File: config.mk
export PLATFORM = sky130hd
export DESIGN_NAME = if_stage_flat
export DESIGN_NICKNAME = d
export VERILOG_FILES = /design/src/rtl/if_stage_if.sv /design/src/rtl/if_stage.sv /design/src/flat_wrapper.sv
export SDC_FILE = /design/constraint.sdc
export NUM_CORES = 1
export LEC_CHECK = 0
export ABC_CLOCK_PERIOD_IN_PS = 2000
export CAP_MARGIN = 30
export CELL_PAD_IN_SITES_DETAIL_PLACEMENT = 2
export CELL_PAD_IN_SITES_GLOBAL_PLACEMENT = 2
export CORE_ASPECT_RATIO = 0.6
export CORE_MARGIN = 4
export CORE_UTILIZATION = 29
export DETAILED_ROUTE_END_ITERATION = 6
export PLACE_DENSITY = 0.82
export SYNTH_ARGS = -nofsm -noshare
export SYNTH_HDL_FRONTEND = slang
export SYNTH_SLANG_ARGS = --single-unit
File: constraint.sdc
create_clock -name i_clk -period 2 [get_ports i_clk]
set_input_delay 0.6 -clock i_clk [delete_from_list [all_inputs] [get_ports i_clk]]
set_output_delay 0.6 -clock i_clk [all_outputs]
set_load 0.1 [all_outputs]
File: src/rtl/if_stage_if.sv
// Instruction-memory fetch bus between if_stage (master) and the imem (slave).
// Memory accepts and returns data in the same cycle as ready.
interface if_stage_if;
  logic        imem_req;
  logic [31:0] imem_addr;
  logic        imem_ready;
  logic [31:0] imem_rdata;

  modport master (output imem_req, imem_addr, input  imem_ready, imem_rdata);
  modport slave  (input  imem_req, imem_addr, output imem_ready, imem_rdata);
endinterface

File: src/rtl/if_stage.sv
// Instruction fetch stage: PC, imem handshake, IF/ID register, stall/redirect FSM.
// Optional macro IF_STAGE_PERF_CNT_EN adds a saturating stall-cycle counter.
module if_stage #(
  parameter logic [31:0] RESET_PC  = 32'h0000_0000,
  parameter logic [31:0] NOP_INSTR = 32'h0000_0013
) (
  input  logic              i_clk,
  input  logic              i_rst_n,
  input  logic              i_PC_write,
  input  logic              i_IF_ID_write,
  input  logic              i_branch_taken,
  input  logic [31:0]       i_branch_target,
  if_stage_if.master        imem,
  output logic [31:0]       o_IF_ID_pc,
  output logic [31:0]       o_IF_ID_pc4,
  output logic [31:0]       o_IF_ID_instr,
  output logic              o_IF_ID_valid
`ifdef IF_STAGE_PERF_CNT_EN
  ,
  output logic [31:0]       o_stall_cycles
`endif
);

  typedef enum logic [1:0] {FETCH, HOLD, DISCARD} state_t;
  typedef struct packed {
    logic [31:0] pc;
    logic [31:0] pc4;
    logic [31:0] instr;
    logic        valid;
  } ifid_t;

  state_t      state_q, state_d;
  logic [31:0] pc_q, pc_d, tgt_q, tgt_d, hold_q, hold_d;
  ifid_t       ifid_q, ifid_d, bubble;
  logic        req_en_q, req, comp, go;
  logic [31:0] pc_inc, tgt_al;

  // req_en delays the first request by one cycle after reset release
  assign req    = req_en_q && (state_q != HOLD);
  assign comp   = req && imem.imem_ready;
  assign go     = i_PC_write && i_IF_ID_write;
  assign pc_inc = pc_q + 32'd4;
  assign tgt_al = i_branch_target & ~32'h3;
  assign bubble = '{pc: ifid_q.pc, pc4: ifid_q.pc4, instr: NOP_INSTR, valid: 1'b0};

  assign imem.imem_req  = req;
  assign imem.imem_addr = pc_q;
  assign o_IF_ID_pc     = ifid_q.pc;
  assign o_IF_ID_pc4    = ifid_q.pc4;
  assign o_IF_ID_instr  = ifid_q.instr;
  assign o_IF_ID_valid  = ifid_q.valid;

  always_comb begin
    state_d = state_q;
    pc_d    = pc_q;
    tgt_d   = tgt_q;
    hold_d  = hold_q;
    ifid_d  = ifid_q;
    unique case (state_q)
      FETCH: begin
        if (i_branch_taken) begin
          ifid_d = bubble;
          hold_d = '0;
          if (comp || !req) pc_d = tgt_al;
          else begin
            tgt_d   = tgt_al;
            state_d = DISCARD;
          end
        end else if (comp) begin
          if (go) begin
            ifid_d = '{pc: pc_q, pc4: pc_inc, instr: imem.imem_rdata, valid: 1'b1};
            pc_d   = pc_inc;
          end else begin
            // pc stays put in HOLD, so it doubles as the held word's PC
            hold_d  = imem.imem_rdata;
            state_d = HOLD;
          end
        end else if (i_IF_ID_write) begin
          ifid_d = bubble;
        end
      end
      HOLD: begin
        if (i_branch_taken) begin
          ifid_d  = bubble;
          hold_d  = '0;
          pc_d    = tgt_al;
          state_d = FETCH;
        end else if (go) begin
          ifid_d  = '{pc: pc_q, pc4: pc_inc, instr: hold_q, valid: 1'b1};
          pc_d    = pc_inc;
          state_d = FETCH;
        end
      end
      DISCARD: begin
        ifid_d = bubble;
        if (i_branch_taken) tgt_d = tgt_al;
        if (comp) begin
          pc_d    = i_branch_taken ? tgt_al : tgt_q;
          state_d = FETCH;
        end
      end
      default: state_d = FETCH;
    endcase
  end

  always_ff @(posedge i_clk or negedge i_rst_n) begin
    if (!i_rst_n) begin
      state_q  <= FETCH;
      pc_q     <= RESET_PC;
      tgt_q    <= '0;
      hold_q   <= '0;
      req_en_q <= 1'b0;
      ifid_q   <= '{pc: 32'd0, pc4: 32'd0, instr: NOP_INSTR, valid: 1'b0};
    end else begin
      state_q  <= state_d;
      pc_q     <= pc_d;
      tgt_q    <= tgt_d;
      hold_q   <= hold_d;
      req_en_q <= 1'b1;
      ifid_q   <= ifid_d;
    end
  end

`ifdef IF_STAGE_PERF_CNT_EN
  logic [31:0] stall_q;
  assign o_stall_cycles = stall_q;

  always_ff @(posedge i_clk or negedge i_rst_n) begin
    if (!i_rst_n)
      stall_q <= '0;
    else if ((!i_IF_ID_write || !comp) && stall_q != 32'hFFFF_FFFF)
      stall_q <= stall_q + 32'd1;
  end
`endif

endmodule

File: src/flat_wrapper.sv
// flat-port wrapper written by rule: the top's interface ports become plain ports
module if_stage_flat 
#(
  parameter logic [31:0] RESET_PC  = 32'h0000_0000,
  parameter logic [31:0] NOP_INSTR = 32'h0000_0013
)
  (i_clk, i_rst_n, i_PC_write, i_IF_ID_write, i_branch_taken, i_branch_target, o_IF_ID_pc, o_IF_ID_pc4, o_IF_ID_instr, o_IF_ID_valid, imem_imem_req, imem_imem_addr, imem_imem_ready, imem_imem_rdata);
  if_stage_if imem_i ();
  input  logic i_clk;
  input  logic i_rst_n;
  input  logic i_PC_write;
  input  logic i_IF_ID_write;
  input  logic i_branch_taken;
  input  logic [31:0] i_branch_target;
  output logic [31:0] o_IF_ID_pc;
  output logic [31:0] o_IF_ID_pc4;
  output logic [31:0] o_IF_ID_instr;
  output logic o_IF_ID_valid;
  output wire logic [$bits(imem_i.imem_req)-1:0] imem_imem_req;
  output wire logic [$bits(imem_i.imem_addr)-1:0] imem_imem_addr;
  input wire logic [$bits(imem_i.imem_ready)-1:0] imem_imem_ready;
  input wire logic [$bits(imem_i.imem_rdata)-1:0] imem_imem_rdata;
  assign imem_imem_req = imem_i.imem_req;
  assign imem_imem_addr = imem_i.imem_addr;
  assign imem_i.imem_ready = imem_imem_ready;
  assign imem_i.imem_rdata = imem_imem_rdata;
  if_stage #(.RESET_PC(RESET_PC), .NOP_INSTR(NOP_INSTR)) u_core (.i_clk(i_clk), .i_rst_n(i_rst_n), .i_PC_write(i_PC_write), .i_IF_ID_write(i_IF_ID_write), .i_branch_taken(i_branch_taken), .i_branch_target(i_branch_target), .imem(imem_i), .o_IF_ID_pc(o_IF_ID_pc), .o_IF_ID_pc4(o_IF_ID_pc4), .o_IF_ID_instr(o_IF_ID_instr), .o_IF_ID_valid(o_IF_ID_valid));
endmodule
==> flow_summary.ini <==
[outcome]
status = finished, violations left
violations = negative setup slack

[worst_setup_path]
r2r_cells = 11
cp.depth = 11
cp_slowest_cell = or4_4
critical_path.top_delay_family = buffers and inverters
crit_buf_inv = 5
worstPathRequired_ns = 2.33
critPathCaptureType = register
rrSetupSlack_ns = -0.46
crit_arrival_ns = 2.79
crit_top_cell = buf_6
r2r_start = u_core.state_q[1]$_DFFE_PN0P_
start_kind = register
worst-path-max-fanout = 5
cpPeakStageDelay_ns = 0.58
crit_start = u_core.state_q[1]$_DFFE_PN0P_
r2r_end = u_core.imem.imem_addr[16]$_DFFE_PN0P_
path_class = register to register
worstSetupEndpoint = u_core.imem.imem_addr[16]$_DFFE_PN0P_
cp_cell_sequence = inv_2 -> ha_4 -> buf_6 -> nor2b_4 -> or4_4 -> buf_6 -> a22oi_2 -> buf_6 -> buf_12 -> o21a_1 -> o22ai_2

[route]
via_per_inst = 5.84
routedWlPerCell_um = 34.5
dr.pass1.iters = 5
drt_iter0_drc = 871
drc_errors = 0
drt_wl_total_mm = 52.9
via_count = 8944
ant_nets = 0

[synth]
synth_top_area_share = 0.541
yosysTopAreaCell = dfrtp_1
yosysSeqAreaShare = 0.550
synth.most_common_cell = dfrtp_1
synth_common_cells = 191 x dfrtp_1, 83 x a22o_1, 68 x o21ai_0
synth_cells = 784
synth_seq_cells = 194
synth_area_leaders = dfrtp_1 54%, a22o_1 8.2%, mux2_2 8.2%
synth_edf_count = 0
avgSynthCellArea_um2 = 11.3
synth_fp_nets = 859
yosys_most_used_dff = dfrtp_1
async_flop_share = 1.00
ys_types = 53
syn_area_um2 = 8830
synth_warnings = 0

[floorplanning]
dieArea_um2 = 33400
die_w_um = 233
core-area_um2 = 30000
rows = 49
ios = 200
start_util = 0.295
die_y_um = 143

[cells_and_area]
fin_cells = 1532
area_growth_syn_to_layout_pct = 81.8
fin_nets = 1184
drive_above_1_share = 0.478

[job]
drv_cap = 0

[global_routing]
antenna_found_initial = 2
grt_first_pass_wirelength_mm = 67.2
grt_pass1_vias = 9776
grt_max_degree = 48
grt_usage = 0.273
overflow = 0

[clock_tree]
numCtsBuffers = 17
numClockSinks = 194
cts_max_path_buffers = 2
cts_root_buf = clkbuf_16
clkTransAtPathRegs_ns = 0.09
insertion_delay_ns = 0.48
htreeDepth = 4
cts_tree = yes

[sta]
slew_headroom = 0.647
fin_ws_ns = -0.459
hold_violations = 0
fin_hold_ws_ns = 0.0900
clock_skew_ns = 0.0147
slew_violations = 0
period_minus_slack_ns = 2.46
worst_slew_pin_slew_ns = 0.530
period_share = 1.23
rsz0062_at_grt = yes
fmax_ghz = 0.407
setup_viol = 194
finalSetupTns_ns = -46.75

[placed_design]
hpwl_mm = 27.3
dp_slack_ns = -0.511
portBuffers = 197
dp.cells = 1425
place_congestion = 0.805

[power_and_ir_drop]
leakage_nw = 7.06
power_density_nw_per_um2 = 1570
irDropWorstVdd_mv = 0.695

[hold_path]
hold_path.class = primary input to async pin
## sequential cells by signal, indices dropped and copies added, names as in the netlist
signal	count
u_core.tgt_q	32
u_core.o_IF_ID_instr	32
u_core.o_IF_ID_pc4	32
u_core.o_IF_ID_valid	1
u_core.state_q	2
u_core.hold_q	32
u_core.req_en_q	1
u_core.o_IF_ID_pc	30
u_core.imem.imem_addr	32
## routing by layer
metal / wire length [um] / up-vias / track usage / part of all wire
met2: 25500 / 474 / 0.467 / 0.48
met4: 2670 / 0 / 0.109 / 0.050
met5: 0 / - / 0 / 0
met3: 3310 / 158 / 0.0570 / 0.063
met1: 21400 / 4764 / 0.340 / 0.40
li1: - / 3548 / - / -
## layout by cell type (no fill, tap or decap), types with 6 or more instances in the layout
cell type / synthesis / layout
a21oi_1: 39 / 18
a21oi_4: 0 / 18
a22o_1: 83 / 82
a22oi_1: 14 / 14
and3_1: 9 / 9
buf_12: 0 / 154
buf_16: 0 / 8
buf_4: 4 / 90
buf_6: 3 / 28
buf_8: 0 / 7
clkbuf_16: 0 / 25
clkbuf_8: 0 / 7
clkdlybuf4s50_1: 0 / 65
dfrtp_1: 191 / 164
dfrtp_2: 0 / 11
dfrtp_4: 0 / 16
inv_1: 21 / 18
mux2_4: 0 / 64
nand2_1: 62 / 54
nand3_1: 14 / 11
nand4_1: 6 / 6
nor2_1: 25 / 21
o21ai_0: 68 / 22
o21ai_1: 3 / 23
o21ai_2: 0 / 19
o21ai_4: 0 / 7
o22ai_2: 0 / 13
o31a_1: 12 / 12
xnor2_1: 21 / 21
xor2_1: 7 / 7
## what timing repair did
item | CTS | global route
hold buffers | 0 | 0
endpoints found under the setup margin | 178 | 194
resized for setup | 192 | 106
pin swaps | 13 | 36
buffers inserted | 30 | 26
cloned | 11 | 12
## through the flow
stage	utilization	total power, mW	cell area [um2]
after floorplan	-	12.7	9070
after global placement	0.448	17.2	13400
after detailed placement	0.449	17.8	13500
after CTS	0.509	23.0	15300
after global routing	0.535	25.8	16100
final	0.536	25.3	16100
## worst min-delay path by stage
stage,from,endpoint,slack (ns),depth (start not counted)
floorplan,i_rst_n,u_core.hold_q[0]$_DFFE_PN0P_,0.30,0
finish,i_rst_n,u_core.o_IF_ID_pc4[27]$_DFFE_PN0P_,0.09,1
global route,i_rst_n,u_core.o_IF_ID_pc4[27]$_DFFE_PN0P_,0.10,1
global placement,u_core.tgt_q[1]$_DFFE_PN0P_,u_core.tgt_q[1]$_DFFE_PN0P_,0.47,1
CTS,i_rst_n,u_core.o_IF_ID_pc4[29]$_DFFE_PN0P_,0.1,1
detailed placement,u_core.tgt_q[0]$_DFFE_PN0P_,u_core.tgt_q[0]$_DFFE_PN0P_,0.50,1
## power by group
part / switching [mW] / leakage, nW / internal [mW] / total, mW
Combinational: 9.17 / 4.25 / 6.13 / 15.3
Clock: 1.76 / 0.278 / 1.92 / 3.68
Sequential: 1.23 / 2.53 / 5.08 / 6.30
Total: 12.2 / 7.06 / 13.1 / 25.3
## kinds of logic after synthesis
group                      Yosys count  share of synthesized area
AOI/OAI and AO/OA                  261                      0.204
xor gates and xnor gates            28                     0.0278
adders and majority gates            5                    0.00708
buffers and inverters               79                     0.0401
DFF                                194                      0.550
muxes                               67                     0.0850
other                                1                   0.000425
and+or+nand+nor                    149                     0.0850
## worst register-to-register path, stage by stage (launching register included)
cell,delay [ns]
dfrtp_1,0.43
inv_2,0.12
ha_4,0.15
buf_6,0.11
nor2b_4,0.05
or4_4,0.59
buf_6,0.15
a22oi_2,0.16
buf_6,0.15
buf_12,0.15
o21a_1,0.17
o22ai_2,0.10
## layout make-up
cell class	count	area, um2
Sequential cell	194	4930
Timing Repair Buffer	362	5270
Clock buffer	25	515
Multi-Input combinational cell	512	4660
Fill cell	2730	13900
Clock inverter	7	73.8
Inverter	22	86.3
Tap cell	408	510
Antenna cell	2	5.00
Note: power is estimated with default switching activity, not from simulation.
